$ cat config.mk
export PLATFORM = sky130hd
export DESIGN_NAME = nibble_serial_adder
export DESIGN_NICKNAME = d
export VERILOG_FILES = /design/src/rtl/nibble_serial_adder.sv
export SDC_FILE = /design/constraint.sdc
export NUM_CORES = 1
export LEC_CHECK = 0
export ABC_CLOCK_PERIOD_IN_PS = 2500
export CORE_MARGIN = 2
export CORE_UTILIZATION = 40
export DETAILED_ROUTE_END_ITERATION = 8
export PLACE_DENSITY = 0.75
export SETUP_SLACK_MARGIN = 0.1
export SYNTH_ARGS = -nofsm -noshare
export SYNTH_HDL_FRONTEND = slang
export SYNTH_SLANG_ARGS = --single-unit
export TNS_END_PERCENT = 50
$ cat constraint.sdc
create_clock -name clk -period 2.5 [get_ports clk]
set_input_delay 0.5 -clock clk [delete_from_list [all_inputs] [get_ports clk]]
set_output_delay 0.5 -clock clk [all_outputs]
set_load 0.005 [all_outputs]
$ cat src/rtl/nibble_serial_adder.sv
// Nibble-serial two's-complement adder/subtractor.
// One 4-bit slice is processed per clock, LSB nibble first. The result and
// its flags are published in one step when the last slice completes, so
// partial nibbles never appear on the outputs.
module nibble_serial_adder #(
    parameter int NIBBLES = 4
) (
    input  logic                   clk,
    input  logic                   reset,
    input  logic                   start,
    input  logic                   sub,
    input  logic [4*NIBBLES-1:0]   a,
    input  logic [4*NIBBLES-1:0]   b,
    output logic                   busy,
    output logic                   done,
    output logic [4*NIBBLES-1:0]   sum,
    output logic                   carryout,
    output logic                   overflow
);

    localparam int IW = (NIBBLES > 1) ? $clog2(NIBBLES) : 1;
    localparam logic [IW-1:0] LAST = IW'(NIBBLES - 1);

    typedef enum logic [1:0] {
        IDLE = 2'd0,
        RUN  = 2'd1,
        DONE = 2'd2
    } state_t;

    state_t                    state;
    logic [NIBBLES-1:0][3:0]   a_r;     // latched operand A
    logic [NIBBLES-1:0][3:0]   b_r;     // latched operand B, pre-inverted for subtract
    logic [NIBBLES-1:0][3:0]   work;    // nibbles completed so far
    logic                      carry;
    logic [IW-1:0]             idx;

    logic [4:0]                sl;      // {carry out, sum nibble} of current slice
    logic [3:0]                low3;    // bits [2:0] plus carry, for carry into nibble MSB
    logic [NIBBLES-1:0][3:0]   work_nxt;

    // Current slice: add the selected nibbles plus the running carry.
    // low3[3] is the carry into the nibble's top bit, which on the last
    // slice is the carry into bit W-1 used for signed overflow.
    always_comb begin
        sl       = {1'b0, a_r[idx]} + {1'b0, b_r[idx]} + {4'b0, carry};
        low3     = {1'b0, a_r[idx][2:0]} + {1'b0, b_r[idx][2:0]} + {3'b0, carry};
        work_nxt = work;
        work_nxt[idx] = sl[3:0];
    end

    // Control FSM and datapath registers; all outputs are registered.
    always_ff @(posedge clk) begin
        if (reset) begin
            state    <= IDLE;
            a_r      <= '0;
            b_r      <= '0;
            work     <= '0;
            carry    <= 1'b0;
            idx      <= '0;
            busy     <= 1'b0;
            done     <= 1'b0;
            sum      <= '0;
            carryout <= 1'b0;
            overflow <= 1'b0;
        end else begin
            done <= 1'b0;
            case (state)
                IDLE, DONE: begin
                    if (start) begin
                        // Subtract as a + ~b + 1: invert B and seed carry with sub.
                        a_r   <= a;
                        b_r   <= sub ? ~b : b;
                        carry <= sub;
                        idx   <= '0;
                        work  <= '0;
                        busy  <= 1'b1;
                        state <= RUN;
                    end else begin
                        busy  <= 1'b0;
                        state <= IDLE;
                    end
                end
                RUN: begin
                    work  <= work_nxt;
                    carry <= sl[4];
                    if (idx == LAST) begin
                        sum      <= work_nxt;
                        carryout <= sl[4];
                        overflow <= low3[3] ^ sl[4];
                        done     <= 1'b1;
                        busy     <= 1'b0;
                        state    <= DONE;
                    end else begin
                        // Index only advances inside the operation, never wraps.
                        idx <= idx + IW'(1);
                    end
                end
                default: begin
                    busy  <= 1'b0;
                    state <= IDLE;
                end
            endcase
        end
    end

endmodule

After elaboration in Yosys (flattened, before gate mapping). Index checks and enable logic that the tools add are counted.

Flip-flop bits (word level): 73. Logic and storage cells: 67. Output and inout bits: 20.

Equality and inequality tests: 6. Multiplexer cells: 22. Order comparisons: 2. Bitwise operators: 3. Reductions and logical operators: 9. $add $sub $neg: 5.

Operators by type and width (number): $mux W16 (2); $pmux W16 S2 (1); $bmux W4 S2 (2); $bwmux W16 (1); $not A16 Y16 (1); $mux W4 (3); $demux W4 S2 (1); $pmux W2 S2 (2); $mux W2 (3); $ne A2 B2 Y1 const B (3); $reduce_and A2 Y1 (3); $add A4 B4 Y5 (1); $add A5 B1 Y5 (1); $mux W1 (5); $add A3 B3 Y4 (1); $add A4 B1 Y4 (1); $eq A2 B2 Y1 const B (2); $pmux W1 S2 (2); $reduce_or A2 Y1 (2); $lt A2 B3 Y1 const B (1); $reduce_and A3 Y1 (1); $add A2 B1 Y2 const B (1); $eq A2 B1 Y1 const B (1); $ge A2 B1 Y1 const B (1); 5 further kinds (5).

Logic depth before layout (Yosys ltp).
Depth in word-level cells: 6. Gate-level depth with buffers: 8. Mapped depth without buffers: 7.

Worst setup path before layout. No wires, ideal clock.

Path kind: reg2reg. From: reg idx[0]. To: reg overflow. Stages on the path, launching flop included: 9. Slack: -0.235 ns. Data required time: 2.421 ns. Arrival time: 2.656 ns. Cell sequence: dfxtp_1 buf_2 mux4_2 fa_1 fa_1 a21o_1 a21oi_2 xnor2_1 a211oi_2.

Word-level cells in the longest chain between the ends: 5. Elaborated cells between the ends (all ways): 11.

RTL lines: start, declared (RTL line 35) `logic [IW-1:0] idx;`; start signal, assigned (RTL line 95) `idx <= idx + IW'(1);`; $bmux W4 S2 (RTL line 45, 46); $mux W4 (implied by the code) (RTL line 46) `low3 = {1'b0, a_r[idx][2:0]} + {1'b0, b_r[idx][2:0]} + {3'b0, carry};`; $add A4 B4 Y5 or $add A3 B3 Y4 (tied branches) (RTL line 45, 46); $add A5 B1 Y5 or $add A4 B1 Y4 (tied branches) (RTL line 45, 46); $xor A1 B1 Y1 (RTL line 89) `overflow <= low3[3] ^ sl[4];`; end signal, assigned (RTL line 89); end, declared (RTL line 18) `output logic overflow`.

Several ways; a longest one is shown, not always the timed one. The select of a mux whose other input is x is not followed. A chain may end at the register's enable or synchronous reset.

Final worst setup path. Same ends and word-level chain as after synthesis.

==> results.md <==
* Crit share post-route at roughly 100%
* P_leak at 1.47 nW
* Root Buffer: clkbuf_8
* Area share of the largest cell type after synthesis at 43.6%
* ANT nets after route at 0
* Slowest cell on the critical path: mux4_2
* Reg-to-reg startpoint: idx[0]
* CTS H-tree depth at 3
* Total track usage at 15.8%
* Drt pass-1 iters at 4
* R2R depth at 7
* Final setup fails at 0
* Drt drc at 0
* VDD IR max at 0.000285 V
* Worst setup startpoint: idx[0]
* Starting density of the core at 41.2%
* Fin. Hold Viols at 0
* Async SR Flop Fraction at 0%
* Initial antenna violation count at 0
* Most frequent cell after synthesis: dfxtp_1
* Hold WS at 0.454 ns
* Slew @ Worst Pin at 0.799 ns
* CTS Sinks at 69
* Pre-CTS setup slack at 0.0655 ns
* Slew headroom at a little under half
* Hold Buf Count CTS at 0
* Synth Register Bits at just under 70
* Fillers at 709
* Seq/Total Area, Yosys at 43.6%
* Status: complete, no violations
* Die area at 8650 um2
* CP endpoint: overflow
* Clock-pin slew on the worst setup and hold paths at 0.07 ns
* Row Count at 32
* Final worst setup slack at around 0.072 ns
* Kind of end point of the critical path: flop
* Multi-input gate area at 1700 um2
* Total CTS buffers at 9
* Num ports at 56
* Routability Congestion at approximately 0.8
* CTS tree: built
* Ordered list of cells on the worst path: mux4_2, fa_2, fa_2, a21o_1, a21oi_2, xnor2_1, a211oi_2
* Final setup skew at ~0.0031 ns
* Clk_lat worst skew at 0.34 ns
* Die Span Y at 93.0 um
* HP Class: flop to flop
* DP Area at ~3800 um2
* Mapped Avg Cell Area at approximately 9.5 um2
* Per-cell routed wire length at 13.1 um
* RSZ-0062 raised after global routing: true
* Gr ovfl total at 0
* Post-Syn Area at 3170 um2
* Die W at 93.0 um
* R2r setup slk at 0.07 ns
* Top FF cell, synth: dfxtp_1
* Detailed Route Iter0 Violations at 91
* NumNets Final at 429
* Largest net degree at the start of global routing at 48
* Type of origin of the critical path: flop
* Share of cells above drive strength 1 at 16.5%
* Post-Route WL at 6.42 mm
* Worst EP arrival at 2.69 ns
* Min-Delay Startpoint: a_r[11]
* DP Wirelength at 4.64 mm
* Yosys cell types at 38
* Fmax at 412 MHz
* Final core occ at 53.1%
* Via/cell ratio at 5.01
* Total number of vias at ~2,500
* Final Non-Filler Cells at about 490
* Synth top area cells: dfxtp_1, mux4_2, nand2_1
* Area growth, synth to finish at 28.9%
* Max Buffers Root-to-Sink at 2
* First-pass GRT wire length at between 10 and 15 mm
* Placed cells at approximately 470
* Pins Over Slew Limit at 0
* Top cells by count, synth: dfxtp_1, nand2_1, nor2_1
* Yosys warning count at 0
* FF/Latch Area at 1390 um2
* CP dominant cell by count: fa_2
* CP required at around 2.8 ns
* Final Cell Area at 4080 um2
* Core area at 7690 um2
* WS Path Type: flop to flop
* Post-synth EDFFs at 0
* Diodes inserted at 0
* Power Dens Cells at 597 nW/um2
* Vias in the first global route at 2,340
* # port buffers at 55
* Max FO, Critical Path at 4
* Minimum clock period at ~2.4 ns
* Syn_nets at 380
* Worst r2r dst: overflow
* Slowest cell delay on critical path at ~0.53 ns
* Max cap viols at 0
* Synthesized instance count at ~340
* Cell taking the most area after synthesis: dfxtp_1
==> what timing repair did <==
| item | CTS | global route |
|---|---|---|
| setup endpoints to repair | 6 | 19 |
| pin swaps | 1 | 9 |
| cloned | 0 | 0 |
| resized for setup | 2 | 15 |
| buffers inserted | 2 | 1 |
==> layout by cell type, fill, tap and decap left out, types with 7 or more instances in the layout <==
cell type        count
clkdlybuf4s50_1     54
mux4_2               8
buf_4                9
dfxtp_1             68
nand2_1             42
ha_1                 7
clkbuf_8            11
nor2_1              39
a21oi_1             28
xnor2_1             17
a211oi_1            19
==> how the worst min path moves through the flow <==
stage | slack (ns) | to | cells after the start
finish | 0.45 | a_r[11] | 2
global route | 0.49 | a_r[6] | 2
CTS | 0.46 | sum[10] | 2
detailed placement | 0.45 | a_r[11] | 2
global placement | 0.44 | a_r[2] | 2
floorplan | 0.43 | a_r[10] | 2
==> per-layer routing <==
layer / share of wire (%) / up-vias / routed length [um] / global-route usage (%)
met4: 1.0 / 0 / 65 / 5.76
met3: 4.1 / 7 / 266 / 3.95
met2: 49 / 52 / 3150 / 26.1
met1: 46 / 1140 / 2940 / 20.2
met5: 0 / - / 0 / 0
li1: - / 1260 / - / -
==> through the flow <==
| stage | power [mW] | setup TNS, ns |
|---|---|---|
| after floorplan | 1.48 | 0 |
| after global placement | 1.60 | 0 |
| after detailed placement | 1.62 | 0 |
| after CTS | 2.43 | 0 |
| after global routing | 2.56 | -0.00724 |
| final | 2.44 | 0 |
==> registers in the layout, indices dropped and copies added, names as in the netlist <==
signal,flops
a_r,16
b_r,16
busy,1
carry,1
carryout,1
done,1
idx,2
overflow,1
state,2
sum,16
work,12
==> area by class of cell <==
class | count | area share [%]
clock buffers | 12 | 3.80
multi-input cells | 231 | 41.6
repair buffers | 68 | 16.5
clock inverters | 4 | 0.551
flip-flops and latches | 69 | 33.9
inverters | 5 | 0.460
well taps | 102 | 3.12
==> cells by family (layout without fill, tap and decap cells) <==
group / Yosys count / after routing / share of synthesized area, %
xor+xnor: 19 / 19 / 5.49
mux: 17 / 17 / 8.88
fa+ha+maj: 9 / 9 / 4.03
flops: 69 / 69 / 43.6
compound gates: 77 / 77 / 17.0
buf+inv: 35 / 89 / 5.68
simple gates: 109 / 109 / 15.3
==> worst max-delay path: cells and delay by family (launching register included) <==
| family | cells | cell delay (ns) |
|---|---|---|
| fa+ha+maj | 2 | 0.77 |
| compound gates | 3 | 0.60 |
| mux | 1 | 0.53 |
| flops | 1 | 0.37 |
| xor+xnor | 1 | 0.10 |
==> report_power, final <==
part	switching, mW	internal, mW	total (mW)
registers	0.0296	1.15	1.18
logic	0.232	0.217	0.449
clock network	0.402	0.409	0.811
Note: power is estimated with default switching activity, not from simulation.
